### src/rtl/lut_sweep_if.sv
// Handshake and result bus between a sweep requester and the LUT sweep controller.
// The slave modport is the controller side; the master modport is the requester/LUT side.
interface lut_sweep_if;
  logic        start;
  logic        abort;
  logic [3:0]  lut_b;
  logic        lut_s;
  logic        busy;
  logic        done;
  logic        pass;
  logic [15:0] result;
  logic [4:0]  ones_cnt;
  logic [4:0]  miss_cnt;
  logic [4:0]  false_cnt;

  modport slave (
    input  start, abort, lut_s,
    output lut_b, busy, done, pass, result, ones_cnt, miss_cnt, false_cnt
  );

  modport master (
    output start, abort, lut_s,
    input  lut_b, busy, done, pass, result, ones_cnt, miss_cnt, false_cnt
  );
endinterface

### src/rtl/lut_sweep_ctrl.sv
// Sweeps all 16 codes into a 4-input LUT, samples its output after a settle time,
// and scores the captured truth table against an expected mask.
module lut_sweep_ctrl #(
  parameter logic [15:0] EXP_MASK = 16'h0426,
  parameter int unsigned SETTLE   = 1
) (
  input  logic        clk,
  input  logic        rst_n,
  lut_sweep_if.slave  bus
);

  localparam int unsigned CODE_W = 4;
  localparam int unsigned CNT_W  = 5;
  localparam logic [CODE_W-1:0] LAST_CODE   = 4'hF;
  localparam logic [3:0]        SETTLE_LAST = 4'(SETTLE - 1);

  typedef enum logic [1:0] {IDLE, DRIVE, SAMPLE, FINISH} state_t;

  state_t            state_q, state_d;
  logic [CODE_W-1:0] idx_q, idx_d;
  logic [3:0]        settle_q, settle_d;
  logic [CODE_W-1:0] lut_b_q, lut_b_d;
  logic              busy_q, busy_d;
  logic              done_q, done_d;
  logic              pass_q, pass_d;
  logic [15:0]       result_q, result_d;
  logic [CNT_W-1:0]  ones_q, ones_d;
  logic [CNT_W-1:0]  miss_q, miss_d;
  logic [CNT_W-1:0]  false_q, false_d;

  // Next-state and next-output decode
  always_comb begin
    state_d  = state_q;
    idx_d    = idx_q;
    settle_d = settle_q;
    pass_d   = pass_q;
    result_d = result_q;
    ones_d   = ones_q;
    miss_d   = miss_q;
    false_d  = false_q;

    unique case (state_q)
      IDLE: begin
        if (bus.start && !bus.abort) begin
          state_d  = DRIVE;
          idx_d    = '0;
          settle_d = '0;
          pass_d   = 1'b0;
          result_d = '0;
          ones_d   = '0;
          miss_d   = '0;
          false_d  = '0;
        end
      end
      DRIVE: begin
        if (bus.abort) begin
          state_d = IDLE;
          pass_d  = 1'b0;
        end else if (settle_q == SETTLE_LAST) begin
          state_d = SAMPLE;
        end else begin
          settle_d = settle_q + 4'd1;
        end
      end
      SAMPLE: begin
        // An abort here drops the code being sampled; earlier codes stay captured
        if (bus.abort) begin
          state_d = IDLE;
          pass_d  = 1'b0;
        end else begin
          result_d[idx_q] = bus.lut_s;
          ones_d  = ones_q  + CNT_W'(bus.lut_s);
          miss_d  = miss_q  + CNT_W'(EXP_MASK[idx_q] & ~bus.lut_s);
          false_d = false_q + CNT_W'(~EXP_MASK[idx_q] & bus.lut_s);
          if (idx_q == LAST_CODE) begin
            state_d = FINISH;
            pass_d  = (miss_d == '0) && (false_d == '0);
          end else begin
            state_d  = DRIVE;
            idx_d    = idx_q + 4'd1;
            settle_d = '0;
          end
        end
      end
      FINISH: begin
        state_d = IDLE;
      end
      default: begin
        state_d = IDLE;
      end
    endcase

    done_d  = (state_d == FINISH);
    busy_d  = (state_d != IDLE);
    lut_b_d = ((state_d == DRIVE) || (state_d == SAMPLE)) ? idx_d : '0;
  end

  // State and registered outputs
  always_ff @(posedge clk or negedge rst_n) begin
    if (!rst_n) begin
      state_q  <= IDLE;
      idx_q    <= '0;
      settle_q <= '0;
      lut_b_q  <= '0;
      busy_q   <= 1'b0;
      done_q   <= 1'b0;
      pass_q   <= 1'b0;
      result_q <= '0;
      ones_q   <= '0;
      miss_q   <= '0;
      false_q  <= '0;
    end else begin
      state_q  <= state_d;
      idx_q    <= idx_d;
      settle_q <= settle_d;
      lut_b_q  <= lut_b_d;
      busy_q   <= busy_d;
      done_q   <= done_d;
      pass_q   <= pass_d;
      result_q <= result_d;
      ones_q   <= ones_d;
      miss_q   <= miss_d;
      false_q  <= false_d;
    end
  end

  assign bus.lut_b     = lut_b_q;
  assign bus.busy      = busy_q;
  assign bus.done      = done_q;
  assign bus.pass      = pass_q;
  assign bus.result    = result_q;
  assign bus.ones_cnt  = ones_q;
  assign bus.miss_cnt  = miss_q;
  assign bus.false_cnt = false_q;

endmodule

### src/flat_wrapper.sv
// flat-port wrapper written by rule: the top's interface ports become plain ports
module lut_sweep_ctrl_flat 
#(
  parameter logic [15:0] EXP_MASK = 16'h0426,
  parameter int unsigned SETTLE   = 1
)
  (clk, rst_n, bus_start, bus_abort, bus_lut_s, bus_lut_b, bus_busy, bus_done, bus_pass, bus_result, bus_ones_cnt, bus_miss_cnt, bus_false_cnt);
  lut_sweep_if bus_i ();
  input  logic clk;
  input  logic rst_n;
  input wire logic [$bits(bus_i.start)-1:0] bus_start;
  input wire logic [$bits(bus_i.abort)-1:0] bus_abort;
  input wire logic [$bits(bus_i.lut_s)-1:0] bus_lut_s;
  output wire logic [$bits(bus_i.lut_b)-1:0] bus_lut_b;
  output wire logic [$bits(bus_i.busy)-1:0] bus_busy;
  output wire logic [$bits(bus_i.done)-1:0] bus_done;
  output wire logic [$bits(bus_i.pass)-1:0] bus_pass;
  output wire logic [$bits(bus_i.result)-1:0] bus_result;
  output wire logic [$bits(bus_i.ones_cnt)-1:0] bus_ones_cnt;
  output wire logic [$bits(bus_i.miss_cnt)-1:0] bus_miss_cnt;
  output wire logic [$bits(bus_i.false_cnt)-1:0] bus_false_cnt;
  assign bus_i.start = bus_start;
  assign bus_i.abort = bus_abort;
  assign bus_i.lut_s = bus_lut_s;
  assign bus_lut_b = bus_i.lut_b;
  assign bus_busy = bus_i.busy;
  assign bus_done = bus_i.done;
  assign bus_pass = bus_i.pass;
  assign bus_result = bus_i.result;
  assign bus_ones_cnt = bus_i.ones_cnt;
  assign bus_miss_cnt = bus_i.miss_cnt;
  assign bus_false_cnt = bus_i.false_cnt;
  lut_sweep_ctrl #(.EXP_MASK(EXP_MASK), .SETTLE(SETTLE)) u_core (.clk(clk), .rst_n(rst_n), .bus(bus_i));
endmodule
### config.mk
export PLATFORM = sky130hd
export DESIGN_NAME = lut_sweep_ctrl_flat
export DESIGN_NICKNAME = d
export VERILOG_FILES = /design/src/rtl/lut_sweep_if.sv /design/src/rtl/lut_sweep_ctrl.sv /design/src/flat_wrapper.sv
export SDC_FILE = /design/constraint.sdc
export NUM_CORES = 1
export LEC_CHECK = 0
export BUFFER_PORTS_ARGS = -buffer_cell sky130_fd_sc_hd__buf_2
export CAP_MARGIN = 40
export CORE_AREA = 2 2 77 79
export DETAILED_ROUTE_END_ITERATION = 10
export DIE_AREA = 0 0 79 81
export PLACE_DENSITY = 0.75
export REMOVE_ABC_BUFFERS = 1
export SETUP_SLACK_MARGIN = 0.15
export SLEW_MARGIN = 20
export SYNTH_ARGS = -nofsm -noshare
export SYNTH_HDL_FRONTEND = slang
export SYNTH_SLANG_ARGS = --single-unit
export TNS_END_PERCENT = 100
### constraint.sdc
create_clock -name clk -period 2.75 [get_ports clk]
set_clock_uncertainty 0.05 [all_clocks]
set_input_delay 0.275 -clock clk [delete_from_list [all_inputs] [get_ports clk]]
set_output_delay 0.275 -clock clk [all_outputs]
set_load 0.005 [all_outputs]
# After elaboration in Yosys (flattened, before gate mapping)

Memories as Yosys holds them, arrays and structs flattened.
Cells that the tools add are included.

Bits in registers: 48
ROM bits: 16
Output and inout bits: 38
Word-level logic and storage cells: 88
Memories: 1

Add/sub/neg operators: 5
Order comparisons: 2
Eq/ne operators: 14
Multiplexer cells: 36
Bitwise logic cells: 4
Reductions and logical operators: 15

Memories:

| memory           | words | width | rd ports | clocked after Yosys merged registers in | write ports | RTL line             | RTL |
|---|---|---|---|---|---|---|---|
| (name not given) | 16    | 1     | 1        | 0                                       | 0           | lut_sweep_ctrl.sv:73 | `miss_d = miss_q + CNT_W'(EXP_MASK[idx_q] & ~bus.lut_s);` |

Operators with widths:

| cell                                                        | number |
|---|---|
| 2-to-1 mux 4 bit                                            | 9 |
| 2-to-1 mux 16 bit                                           | 2 |
| one-hot mux 16 bit (2 select lines)                         | 1 |
| one-hot mux 5 bit (2 select lines)                          | 3 |
| 2-to-1 mux 5 bit                                            | 4 |
| bitwise mux 16 bit                                          | 1 |
| one-hot mux 4 bit (3 select lines)                          | 1 |
| adder 5 bit                                                 | 2 |
| logical NOT 5 bit                                           | 2 |
| 2-to-1 mux 2 bit                                            | 5 |
| != test 2 bit (second input constant)                       | 5 |
| inverter 1 -> 5 bit                                         | 2 |
| adder 4 x 1 -> 4 bit (second input constant)                | 2 |
| equality test 2 bit (second input constant)                 | 4 |
| one-hot mux 2 bit (4 select lines)                          | 1 |
| one-hot mux 4 bit (2 select lines)                          | 1 |
| 2-to-1 mux 1 bit                                            | 6 |
| AND reduction 6 bit                                         | 1 |
| adder 5 x 1 -> 5 bit                                        | 1 |
| bitwise AND 1 x 5 -> 5 bit                                  | 1 |
| bitwise AND 5 x 1 -> 5 bit                                  | 1 |
| less-than comparator 4 x 5 -> 1 bit (second input constant) | 1 |
| demux 1 bit (select 4 bit)                                  | 1 |
| equality test 2 x 1 -> 1 bit (second input constant)        | 2 |
| 14 further kinds                                            | 17 |

# Longest topological paths before layout

Gate-level depths: netlist (run 1).

Word-level depth: 10
Gate-level depth with buffers: 11
Depth with buffers taken out: 11

# Worst setup path after synthesis (run 1)

OpenSTA, ideal clock, no wires.

Kind: register to register
From: reg u_core.idx_q[0]
To: reg u_core.pass_q, in the netlist u_core.bus.pass
Setup time: 0.125 ns
Data arrival time: 2.180 ns
Path slack: 0.395 ns
Stages on the path, launching flop included: 12
Clock period less this slack: 2.355 ns
Cells stage by stage: dfrtp_1 > inv_1 > ha_1 > mux2i_1 > o21a_1 > and2_1 > ha_1 > ha_1 > xnor2_1 > a31oi_1 > nor4_2 > mux2_2

Cells in the longest elaborated chain, start to end: 10
Elaborated cells between the ends (all ways): 16
Those cells by class: add/sub (2); eq/ne (2); mux (4); bitwise (3); reduce/logical (4); memory (1)

Ends and longest elaborated chain:

| item                                   | RTL line              | RTL |
|---|---|---|
| start: declaration                     | lut_sweep_ctrl.sv:20  | `logic [CODE_W-1:0] idx_q, idx_d;` |
| start signal: assignment               | lut_sweep_ctrl.sv:114 | `idx_q <= idx_d;` |
| memory (16 x 1 bit)                    | n/a                   |  |
| 2-to-1 mux 1 bit (not written as such) | lut_sweep_ctrl.sv:73  |  |
| inverter 1 -> 5 bit                    | lut_sweep_ctrl.sv:74  | `false_d = false_q + CNT_W'(~EXP_MASK[idx_q] & bus.lut_s);` |
| bitwise AND 5 x 1 -> 5 bit             | lut_sweep_ctrl.sv:74  |  |
| adder 5 bit                            | lut_sweep_ctrl.sv:74  |  |
| logical NOT 5 bit                      | lut_sweep_ctrl.sv:77  | `pass_d = (miss_d == '0) && (false_d == '0);` |
| logical AND 1 bit                      | lut_sweep_ctrl.sv:77  |  |
| 2-to-1 mux 1 bit                       | lut_sweep_ctrl.sv:75  | `if (idx_q == LAST_CODE) begin` |
| 2-to-1 mux 1 bit                       | lut_sweep_ctrl.sv:67  | `if (bus.abort) begin` |
| one-hot mux 1 bit (3 select lines)     | lut_sweep_ctrl.sv:42  | `unique case (state_q)` |
| end signal: assignment                 | lut_sweep_ctrl.sv:119 | `pass_q <= pass_d;` |
| end: declaration                       | lut_sweep_ctrl.sv:25  | `logic pass_q, pass_d;` |

Parallel ways exist; a longest one is shown, timed or not. The select of a mux whose other input is x is not followed.
A chain may end at the register's enable or synchronous reset.

# Worst setup path after layout (run 1)

Ends and elaborated chain as after synthesis.

==> results of run 1 <==
==> what timing repair did <==
action	in CTS	in global routing
endpoints found under the setup margin	1	1
buffers inserted	2	1
endpoints found under the hold margin	27	0
hold buffers	1	0
pin swaps	0	3
gates cloned	0	0
resized for setup	1	12
==> cells in the mapped netlist (all sizes together) (2+ instances only) <==
library cell   n  area [um^2]
buf           13        123.9
nand2b         5        38.78
o31ai          2        15.01
o21bai         2        26.28
nand4          2        12.51
xnor2          8        70.07
mux2i         12        120.1
a22o           3        26.28
ha            14        175.2
nor4           3        40.04
nor3           4        25.02
nor2b          2        12.51
dfrtp         48         1201
o21ai         23        126.4
o21a           2        15.01
nor2          12        45.04
nor3b          2        26.28
a21oi          6        41.29
nand3         13        65.06
nand2         48        180.2
inv            9        33.78
xor2           2        17.52
a31oi          7        43.79
and2           4        25.02
and3           5        36.28
and2b          2        17.52
a22oi          2        15.01
==> sequential cells by signal, indices dropped and copies added (netlist names), 2 cells and up <==
| signal | count |
|---|---|
| u_core.bus.miss_cnt | 5 |
| u_core.state_q | 2 |
| u_core.bus.result | 16 |
| u_core.settle_q | 4 |
| u_core.idx_q | 4 |
| u_core.bus.lut_b | 4 |
| u_core.bus.ones_cnt | 5 |
| u_core.bus.false_cnt | 5 |
==> worst min-delay path by stage <==
| stage | from | end | slack (ns) | depth (start not counted) |
|---|---|---|---|---|
| floorplan | rst_n | u_core.bus.busy | -0.07 | 0 |
| global placement | u_core.settle_q[3] | u_core.settle_q[3] | 0.43 | 1 |
| detailed placement | rst_n | u_core.bus.ones_cnt[3] | 0.30 | 1 |
| CTS | bus_lut_s | u_core.bus.result[10] | 0.23 | 3 |
| global route | bus_lut_s | u_core.bus.result[10] | 0.25 | 3 |
| finish | bus_lut_s | u_core.bus.result[10] | 0.25 | 3 |
==> power by group <==
| group | switching (mW) | leakage (nW) | internal (mW) |
|---|---|---|---|
| registers | 0.0249 | 0.667 | 0.726 |
| logic | 0.153 | 0.812 | 0.112 |
| clock network | 0.227 | 0.0424 | 0.182 |
| total | 0.405 | 1.52 | 1.02 |
==> stage by stage <==
stage                     instance area, um^2  hold slack [ns]  utilization [%]  total power, mW
after global placement                   2865           0.4298            50.49           0.9774
after detailed placement                 2893           0.2953            50.97           0.9884
after CTS                                3005           0.2316            52.95            1.414
final                                    3078           0.2458            54.23            1.425
after floorplan                          2546         -0.07059                -           0.9046
after global routing                     3078           0.2532            54.23            1.505
==> logic make-up (layout without fill, tap and decap cells) <==
kind of cell | Yosys count | after routing | synth area share (%)
AO/OA/AOI/OAI | 54 | 54 | 13.82
multiplexers | 13 | 13 | 4.920
AND/OR/NAND/NOR | 105 | 105 | 20.52
adder cells (fa/ha/maj) | 14 | 14 | 6.561
buffers and inverters | 22 | 66 | 5.904
flip-flops | 48 | 48 | 44.99
XOR/XNOR | 10 | 10 | 3.280
==> worst max-delay path: cells and delay by family (launching register included) <==
family | cells | cell delay, ns
AND/OR/NAND/NOR | 4 | 0.65
flip-flops | 1 | 0.40
buffers and inverters | 1 | 0.07
multiplexers | 2 | 0.31
adder cells (fa/ha/maj) | 3 | 0.71
AO/OA/AOI/OAI | 1 | 0.18
==> metal layers <==
layer	global-route usage, %	wire length (um)	vias up
li1	-	-	1013
met1	24.50	2540	1020
met2	31.02	2816	53
met3	3.778	271	8
met4	6.897	72	0
met5	0	0	-
==> cell type report <==
| type | count | area (um^2) |
|---|---|---|
| clock buffer | 7 | 76.32 |
| clock inverter | 1 | 8.758 |
| fill | 507 | 2597 |
| inverter | 9 | 33.78 |
| multi-input combinational | 196 | 1379 |
| sequential | 48 | 1201 |
| tap | 75 | 93.84 |
| timing repair buffer | 49 | 285.3 |
==> summary.md, run 1 <==
| Metric | Value |
|---|---|
| Final hold violations | `0` |
| CP Launch Point | `u_core.idx_q[0]` |
| Die H | `81 um` |
| CP max stage cell | `dfrtp_1` |
| Required time of the worst setup path | `2.95 ns` |
| DR WL/cell | `14.81 um` |
| YS warnings | `0` |
| Routed Antenna Nets | `0` |
| Post-Syn Area per Cell | `10.04 um^2` |
| Nets | `328` |
| Reg-to-Reg Start | `u_core.idx_q[0]` |
| Hold Crit Class | `in -> reg` |
| P&R area growth vs syn | `15.28%` |
| Die area | `6399 um^2` |
| Max-cap violation count | `0` |
| DR vias | `2094` |
| Largest net degree at the start of global routing | `29` |
| Worst path most repeated cell | `nor4_2` |
| Core ar. | `5675 um^2` |
| Fin cells | `385` |
| Mapped cell area | `2670 um^2` |
| Setup tns final | `0 ns` |
| Root buffer cell | `clkbuf_8` |
| Cell Rows | `28` |
| Die X | `79 um` |
| Relative slew slack | `47.34%` |
| Post-synth top flop | `dfrtp_1` |
| Initial core utilization | `47.05%` |
| Clk slew on worst S/H paths | `0.09 ns` |
| Gr usage total | `18.74%` |
| Sink Count | `48` |
| Grt ovf | `0` |
| DP HPWL | `4.024 mm` |
| I/O Buffers | `42` |
| R2R cell count | `11` |
| Placed Cells | `373` |
| Yosys reg bits | `48` |
| Crit path launch type | `flip-flop` |
| Final Setup Violations | `0` |
| Setup ws final | `0.3244 ns` |
| Period utilization | `88.20%` |
| H-tree Lvls | `2` |
| Vias per cell | `5.439` |
| Most frequent cells in the layout | `nand2_1 (48), dfrtp_1 (48), buf_2 (42), o21ai_0 (16), nand3_1 (13)` |
| Total CTS buffers | `5` |
| Initial antenna violation count | `0` |
| Outcome | `complete, no violations` |
| Post-synth EDFFs | `0` |
| Last element of the critical path | `u_core.bus.pass` |
| Worst slew pin tran | `0.7898 ns` |
| Post-Synthesis Cells | `266` |
| Clock Path Buffers | `2` |
| Max Slew Vio Count | `0` |
| Setup slack, reg-to-reg | `0.32 ns` |
| First-pass GRT wire length | `9.363 mm` |
| FF-to-FF End | `u_core.bus.pass` |
| DRT iter0 DRCs | `132` |
| Pre-CTS setup slack | `0.1824 ns` |
| Sequential fraction of the synthesis area | `44.99%` |
| Slowest cell delay on critical path | `0.40 ns` |
| CP Capture Type | `flip-flop` |
| Fmax | `412.3 MHz` |
| RSZ-0062 raised after global routing | `no` |
| Drt pass-1 iters | `4` |
| Post-synth ARST share | `100.0%` |
| Leak Pwr | `1.521 nW` |
| Fraction of layout cells with a size suffix above 1 | `26.13%` |
| Vias in the first global route | `2001` |
| Period minus WS final | `2.426 ns` |
| Ant diodes | `0` |
| Crit path kind | `reg -> reg` |
| Worst Path Arrival | `2.62 ns` |
| Final WL | `5.702 mm` |
| # DRC | `0` |
| CTS tree | `done` |
| Worst-skew pair later-pin latency | `0.30 ns` |
| Peak supply drop | `0.2063 mV` |
| I/O pin count | `43` |
| Areal power density over the cells | `463.0 nW/um^2` |
| Max FO, Critical Path | `4` |
| Distinct cell type count after synthesis | `52` |
| GPL Wtd Cong | `0.9132` |
| CP cell instances | `inv_2, ha_1, mux2i_1, o21a_1, nor2_1, ha_2, ha_4, nor4_2, nand3_1, nor4_2, mux2_4` |
Power figures use the tool's default switching activity.
==> inputs of run 2 (changes only) <==
==> constraint.sdc (replaced) <==
create_clock -name clk -period 2.75 [get_ports clk]
set_clock_uncertainty 0.05 [all_clocks]
set_input_delay 0 -clock clk [delete_from_list [all_inputs] [get_ports clk]]
set_output_delay 0 -clock clk [all_outputs]
set_load 0.005 [all_outputs]
==> run 2 against run 1 <==
Non-clock buffer count increased by 1. Design area increased by 0.33%. Die area unchanged. Fmax decreased by 0.37%. Sequential power about the same. Critical path depth unchanged. Flip-flop and latch count unchanged. First-iteration DRC count increased by 2.3%. Register-to-register slack about the same. Sequential share of layout area decreased by 0.13 points. Via count about the same. Global-route usage unchanged. Largest power group unchanged. Highest routed layer unchanged.
==> summary.md, run 2 (synthesized netlist as in run 1, its figures left out) <==
| Metric | Value |
|---|---|
| Die area | `6399 um^2 (unchanged)` |
| Die X | `79 um (unchanged)` |
| Most frequent cells in the layout | `nand2_1 (48), dfrtp_1 (48), buf_2 (42), o21ai_0 (16), nand3_1 (13)` |
| Grt met2 use | `31.02% (unchanged)` |
| Largest net degree at the start of global routing | `29 (unchanged)` |
| CP cell instances | `inv_2, ha_1, mux2i_1, o21a_1, nor2_1, ha_2, ha_4, nor4_2, nand3_1, nor4_2, mux2_4` |
| DP HPWL | `4.024 mm (unchanged)` |
| Leak Pwr | `1.526 nW (+0.27%)` |
| Initial core utilization | `47.05% (unchanged)` |
| Crit path kind | `reg -> reg` |
| Pre-CTS setup slack | `0.1824 ns (unchanged)` |
| Period minus WS final | `2.435 ns (+0.008938 ns)` |
| Max-cap violation count | `0 (unchanged)` |
| Peak supply drop | `0.2087 mV (+1.2%)` |
| Die H | `81 um (unchanged)` |
| Required time of the worst setup path | `2.95 ns (about the same)` |
| Clock Path Buffers | `2 (unchanged)` |
| Nets | `329 (+0.30%)` |
| Areal power density over the cells | `462.9 nW/um^2 (about the same)` |
| DR WL/cell | `14.84 um (+0.18%)` |
| GPL Wtd Cong | `0.9132 (unchanged)` |
| Outcome | `complete, no violations` |
| Max FO, Critical Path | `4 (unchanged)` |
| P&R area growth vs syn | `15.65%` |
| Final hold violations | `0 (unchanged)` |
| H-tree Lvls | `2 (unchanged)` |
| Worst Path Arrival | `2.63 ns (about the same)` |
| Fmax | `410.8 MHz (-0.37%)` |
| Root buffer cell | `clkbuf_8` |
| Ant diodes | `0 (unchanged)` |
| Fraction of layout cells with a size suffix above 1 | `26.05% (-0.084 points)` |
| Max Slew Vio Count | `0 (unchanged)` |
| CP Capture Type | `flip-flop` |
| Setup ws final | `0.3155 ns (-0.008938 ns)` |
| Sink Count | `48 (unchanged)` |
| Met3 usage | `3.778% (unchanged)` |
| Slowest cell delay on critical path | `0.40 ns (about the same)` |
| CTS tree | `done` |
| Initial antenna violation count | `0 (unchanged)` |
| CP max stage cell | `dfrtp_1` |
| DRT iter0 DRCs | `135 (+2.3%)` |
| Worst slew pin tran | `0.7723 ns (-0.01754 ns)` |
| Final WL | `5.727 mm (+0.44%)` |
| Max reg flops | `16 (unchanged)` |
| Drt pass-1 iters | `4 (unchanged)` |
| Core ar. | `5675 um^2 (unchanged)` |
| Hold Crit Class | `in -> reg` |
| Met1 Track Usage GR | `24.50% (unchanged)` |
| I/O pin count | `43 (unchanged)` |
| First-pass GRT wire length | `9.363 mm (unchanged)` |
| I/O Buffers | `42 (unchanged)` |
| Grt ovf | `0 (unchanged)` |
| Clk slew on worst S/H paths | `0.09 ns (about the same)` |
| Period utilization | `88.53% (+0.33 points)` |
| Total CTS buffers | `5 (unchanged)` |
| Worst path most repeated cell | `nor4_2` |
| Grt peak-use layer | `met2` |
| Cell Rows | `28 (unchanged)` |
| Vias per cell | `5.427 (-0.21%)` |
| Final Setup Violations | `0 (unchanged)` |
| DR vias | `2095 (+0.048%)` |
| Gr usage total | `18.74% (unchanged)` |
| Setup tns final | `0 ns (unchanged)` |
| Vias in the first global route | `2001 (unchanged)` |
| Fillcell total | `506 (-0.20%)` |
| # DRC | `0 (unchanged)` |
| Relative slew slack | `48.51% (+1.2 points)` |
| Pwr Total | `1.430 mW (+0.31%)` |
| Crit path launch type | `flip-flop` |
| Routed Antenna Nets | `0 (unchanged)` |
| Worst-skew pair later-pin latency | `0.30 ns (about the same)` |
| RSZ-0062 raised after global routing | `no` |
run 2: changes by cell type in the layout (fill, tap and decap cells not counted), sizes merged:
cell         previous run  this run
dlygate4sd3             1         2
run 2: repair_timing:
| action | in CTS | in global routing |
|---|---|---|
| endpoints found under the hold margin | 29 | 0 |
| setup buffers | 2 | 1 |
| setup endpoints to repair | 1 | 1 |
| pin swaps | 0 | 3 |
| resized for setup | 1 | 12 |
| hold buffers | 2 | 0 |
| cloned | 0 | 0 |
run 2: final timing paths:
kind	slack, ns	cells past startpoint	end	startpoint
min reg2reg	0.45	1	u_core.settle_q[3]	u_core.settle_q[3]
max	0.32	11	u_core.bus.pass	u_core.idx_q[0]
min in group asynchronous	0.20	2	u_core.bus.ones_cnt[0]	rst_n
min	0.17	2	u_core.bus.false_cnt[3]	bus_abort
max in group asynchronous	1.91	3	u_core.settle_q[1]	rst_n
max reg2reg	0.32	11	u_core.bus.pass	u_core.idx_q[0]
run 2: worst max-delay path, delay by kind of cell, from the launching register on:
family | cells | cell delay [ns]
muxes | 2 | 0.24
and+or+nand+nor | 4 | 0.71
AOI/OAI and AO/OA | 1 | 0.21
buffers and inverters | 1 | 0.07
adders and majority gates | 3 | 0.70
DFF | 1 | 0.40
run 2: metal layers:
layer	up-vias	routed length, um
li1	1013	-
met1	1016	2611
met2	58	2796
met3	8	237
met4	0	82
met5	-	0
run 2: cell type report:
class / instances / area [um^2] / area share (%)
clock buffers: 7 / 76.32 / 2.472
clock inverters: 1 / 8.758 / 0.2836
inverters: 9 / 33.78 / 1.094
multi-input cells: 196 / 1379 / 44.65
flip-flops and latches: 48 / 1201 / 38.90
well taps: 75 / 93.84 / 3.039
repair buffers: 50 / 295.3 / 9.562
run 2: through the flow:
step	hold slack (ns)	instance area, um^2	std cells	util [%]
3_5_place_dp	0.02030	2893	373	50.97
6_report	0.1743	3088	386	54.41
2_1_floorplan	-0.3456	2546	253	-
5_1_grt	0.1871	3088	386	54.41
3_3_place_gp	0.1994	2865	372	50.49
4_1_cts	0.1661	3015	385	53.13
run 2: report_power, final:
part / total [mW] / internal (mW) / switching [mW] / leakage (nW)
clock: 0.411 / 0.182 / 0.229 / 0.0424
sequential: 0.751 / 0.726 / 0.0248 / 0.667
combinational: 0.268 / 0.114 / 0.154 / 0.816
==> inputs of run 3 (changes only) <==
--- a/config.mk
+++ b/config.mk
@@ -7,10 +7,10 @@
 export LEC_CHECK = 0
 export BUFFER_PORTS_ARGS = -buffer_cell sky130_fd_sc_hd__buf_2
 export CAP_MARGIN = 40
-export CORE_AREA = 2 2 77 79
+export CORE_AREA = 2 2 91 93
 export DETAILED_ROUTE_END_ITERATION = 10
-export DIE_AREA = 0 0 79 81
-export PLACE_DENSITY = 0.75
+export DIE_AREA = 0 0 93 95
+export PLACE_DENSITY = 0.58
 export REMOVE_ABC_BUFFERS = 1
 export SETUP_SLACK_MARGIN = 0.15
 export SLEW_MARGIN = 20
==> run 3 against run 2 <==
Count of clock-buffer cells in the layout is 1 lower. Combinational power is 12% higher. Sequential share of layout area is 1.0 points lower. Die area is 38% higher. Fmax is 3.5% lower. Register-to-register slack worse by 0.09 ns. First-iteration DRC count is 0.74% lower. Global-route usage is 4.4 points lower. Flip-flop and latch count stayed put. Worst setup slack worse by 0.088 ns.
==> summary.md, run 3 (synthesized netlist as in run 1, its figures left out) <==
| Metric | Value |
|---|---|
| Die H | `95 um (+17%)` |
| Most frequent cells in the layout | `nand2_1 (48), dfrtp_1 (48), buf_2 (42), o21ai_0 (16), nand3_1 (13)` |
| P&R area growth vs syn | `18.74%` |
| Relative slew slack | `45.19% (-3.3 points)` |
| H-tree Lvls | `2 (unchanged)` |
| Root buffer cell | `clkbuf_8` |
| Vias per cell | `4.945 (-8.9%)` |
| Clk slew on worst S/H paths | `0.09 ns (about the same)` |
| Initial core utilization | `33.68% (-13 points)` |
| Fmax | `396.4 MHz (-3.5%)` |
| Final Setup Violations | `0 (unchanged)` |
| Die area | `8835 um^2 (+38%)` |
| Setup ws final | `0.2272 ns (-0.08831 ns)` |
| Worst-skew pair later-pin latency | `0.30 ns (about the same)` |
| First-pass GRT wire length | `9.942 mm (+6.2%)` |
| Total CTS buffers | `5 (unchanged)` |
| Ant diodes | `0 (unchanged)` |
| GPL Wtd Cong | `0.8565 (-6.2%)` |
| Peak supply drop | `0.2521 mV (+21%)` |
| Period utilization | `91.74% (+3.2 points)` |
| CP Capture Type | `flip-flop` |
| I/O pin count | `43 (unchanged)` |
| Required time of the worst setup path | `2.94 ns (about the same)` |
| RSZ-0062 raised after global routing | `no` |
| Fin cells | `418 (+8.3%)` |
| Max-cap violation count | `0 (unchanged)` |
| Placed Cells | `403 (+8.0%)` |
| Clock Path Buffers | `2 (unchanged)` |
| # DRC | `0 (unchanged)` |
| Nets | `332 (+0.91%)` |
| Outcome | `complete, no violations` |
| Drt pass-1 iters | `4 (unchanged)` |
| Initial antenna violation count | `0 (unchanged)` |
| Final Instance Area | `3171 um^2 (+2.7%)` |
| DR WL/cell | `14.64 um (-1.3%)` |
| I/O Buffers | `42 (unchanged)` |
| Crit path launch type | `flip-flop` |
| DR vias | `2067 (-1.3%)` |
| Cell Rows | `33 (+18%)` |
| CTS tree | `done` |
| Max reg flops | `16 (unchanged)` |
| Fraction of layout cells with a size suffix above 1 | `26.84% (+0.79 points)` |
| Largest net degree at the start of global routing | `27 (-6.9%)` |
| Sink Count | `48 (unchanged)` |
| Grt ovf | `0 (unchanged)` |
| Post-DP Area | `2930 um^2 (+1.3%)` |
| Areal power density over the cells | `469.4 nW/um^2 (+1.4%)` |
| Gr usage total | `14.34% (-4.4 points)` |
| Die X | `93 um (+18%)` |
| Vias in the first global route | `2079 (+3.9%)` |
| Period minus WS final | `2.523 ns (+0.08831 ns)` |
| Routed Antenna Nets | `0 (unchanged)` |
| Pre-CTS setup slack | `0.1310 ns (-0.05133 ns)` |
| Max FO, Critical Path | `6 (+2)` |
| Core ar. | `7928 um^2 (+40%)` |
| Pwr Total | `1.488 mW (+4.1%)` |
| DP HPWL | `4.291 mm (+6.7%)` |
| DRT iter0 DRCs | `134 (-0.74%)` |
| Worst Path Arrival | `2.72 ns (+0.09 ns)` |
| Setup tns final | `0 ns (unchanged)` |
| Worst slew pin tran | `0.8220 ns (+0.04969 ns)` |
| Crit path kind | `reg -> reg` |
| Max Slew Vio Count | `0 (unchanged)` |
| Final WL | `6.121 mm (+6.9%)` |
| Hold Crit Class | `in -> reg` |
| Leak Pwr | `1.560 nW (+2.2%)` |
| Final hold violations | `0 (unchanged)` |
## run 3: cell types whose count changed in the layout (fill, tap and decap cells not counted), sizes merged
| cell | previous run | this run |
|---|---|---|
| clkbuf | 7 | 6 |
| buf | 48 | 51 |
## run 3: worst paths after layout
kind | start | depth (start not counted) | endpoint | slack [ns]
setup reg to reg | u_core.idx_q[0] | 11 | u_core.bus.pass | 0.23
max in group asynchronous | rst_n | 3 | u_core.bus.ones_cnt[4] | 1.91
hold reg to reg | u_core.settle_q[3] | 1 | u_core.settle_q[3] | 0.44
min in group asynchronous | rst_n | 2 | u_core.bus.miss_cnt[3] | 0.21
setup / recovery | u_core.idx_q[0] | 11 | u_core.bus.pass | 0.23
hold / removal | bus_start | 3 | u_core.bus.ones_cnt[3] | 0.15
## run 3: layout make-up
cell class,count,area [um^2]
Fill cell,814,4757
Multi-Input combinational cell,196,1395
Sequential cell,48,1201
Timing Repair Buffer,53,317.8
Tap cell,105,131.4
Clock buffer,6,82.58
Inverter,9,33.78
Clock inverter,1,8.758
## run 3: repair_timing
item,CTS,global route
hold buffers,2,0
gates resized for setup,4,11
setup buffers,3,3
pin swaps,3,5
cloned,0,0
setup endpoints to repair,1,1
endpoints found under the hold margin,27,0
## run 3: worst max-delay path, cell delays in order (launching register included)
cell	delay, ns
dfrtp_1	0.42
buf_4	0.16
ha_4	0.17
mux2i_1	0.16
o21a_1	0.19
nor2_1	0.06
ha_1	0.20
ha_1	0.34
nor4_4	0.15
nand3_1	0.14
nor4_2	0.22
mux2_4	0.19
## run 3: where the power goes
group	total, mW	internal [mW]	switching, mW	leakage, nW
Sequential	0.751	0.726	0.0248	0.667
Combinational	0.301	0.135	0.167	0.846
Clock	0.437	0.201	0.236	0.0473
Total	1.49	1.06	0.427	1.56
## run 3: per-layer routing
metal	up-vias	wire, um	global-route usage [%]
li1	1025	-	-
met1	992	2898	18.91
met2	44	2895	23.37
met3	6	268	3.512
met4	0	59	4.412
met5	-	0	0
## run 3: stage by stage
step,utilization (%),hold WS (ns)
final,39.99,0.1516
after global routing,39.99,0.1623
after CTS,38.79,0.1537
after detailed placement,36.96,0.01453
after global placement,36.62,0.2225
after floorplan,-,-0.3456
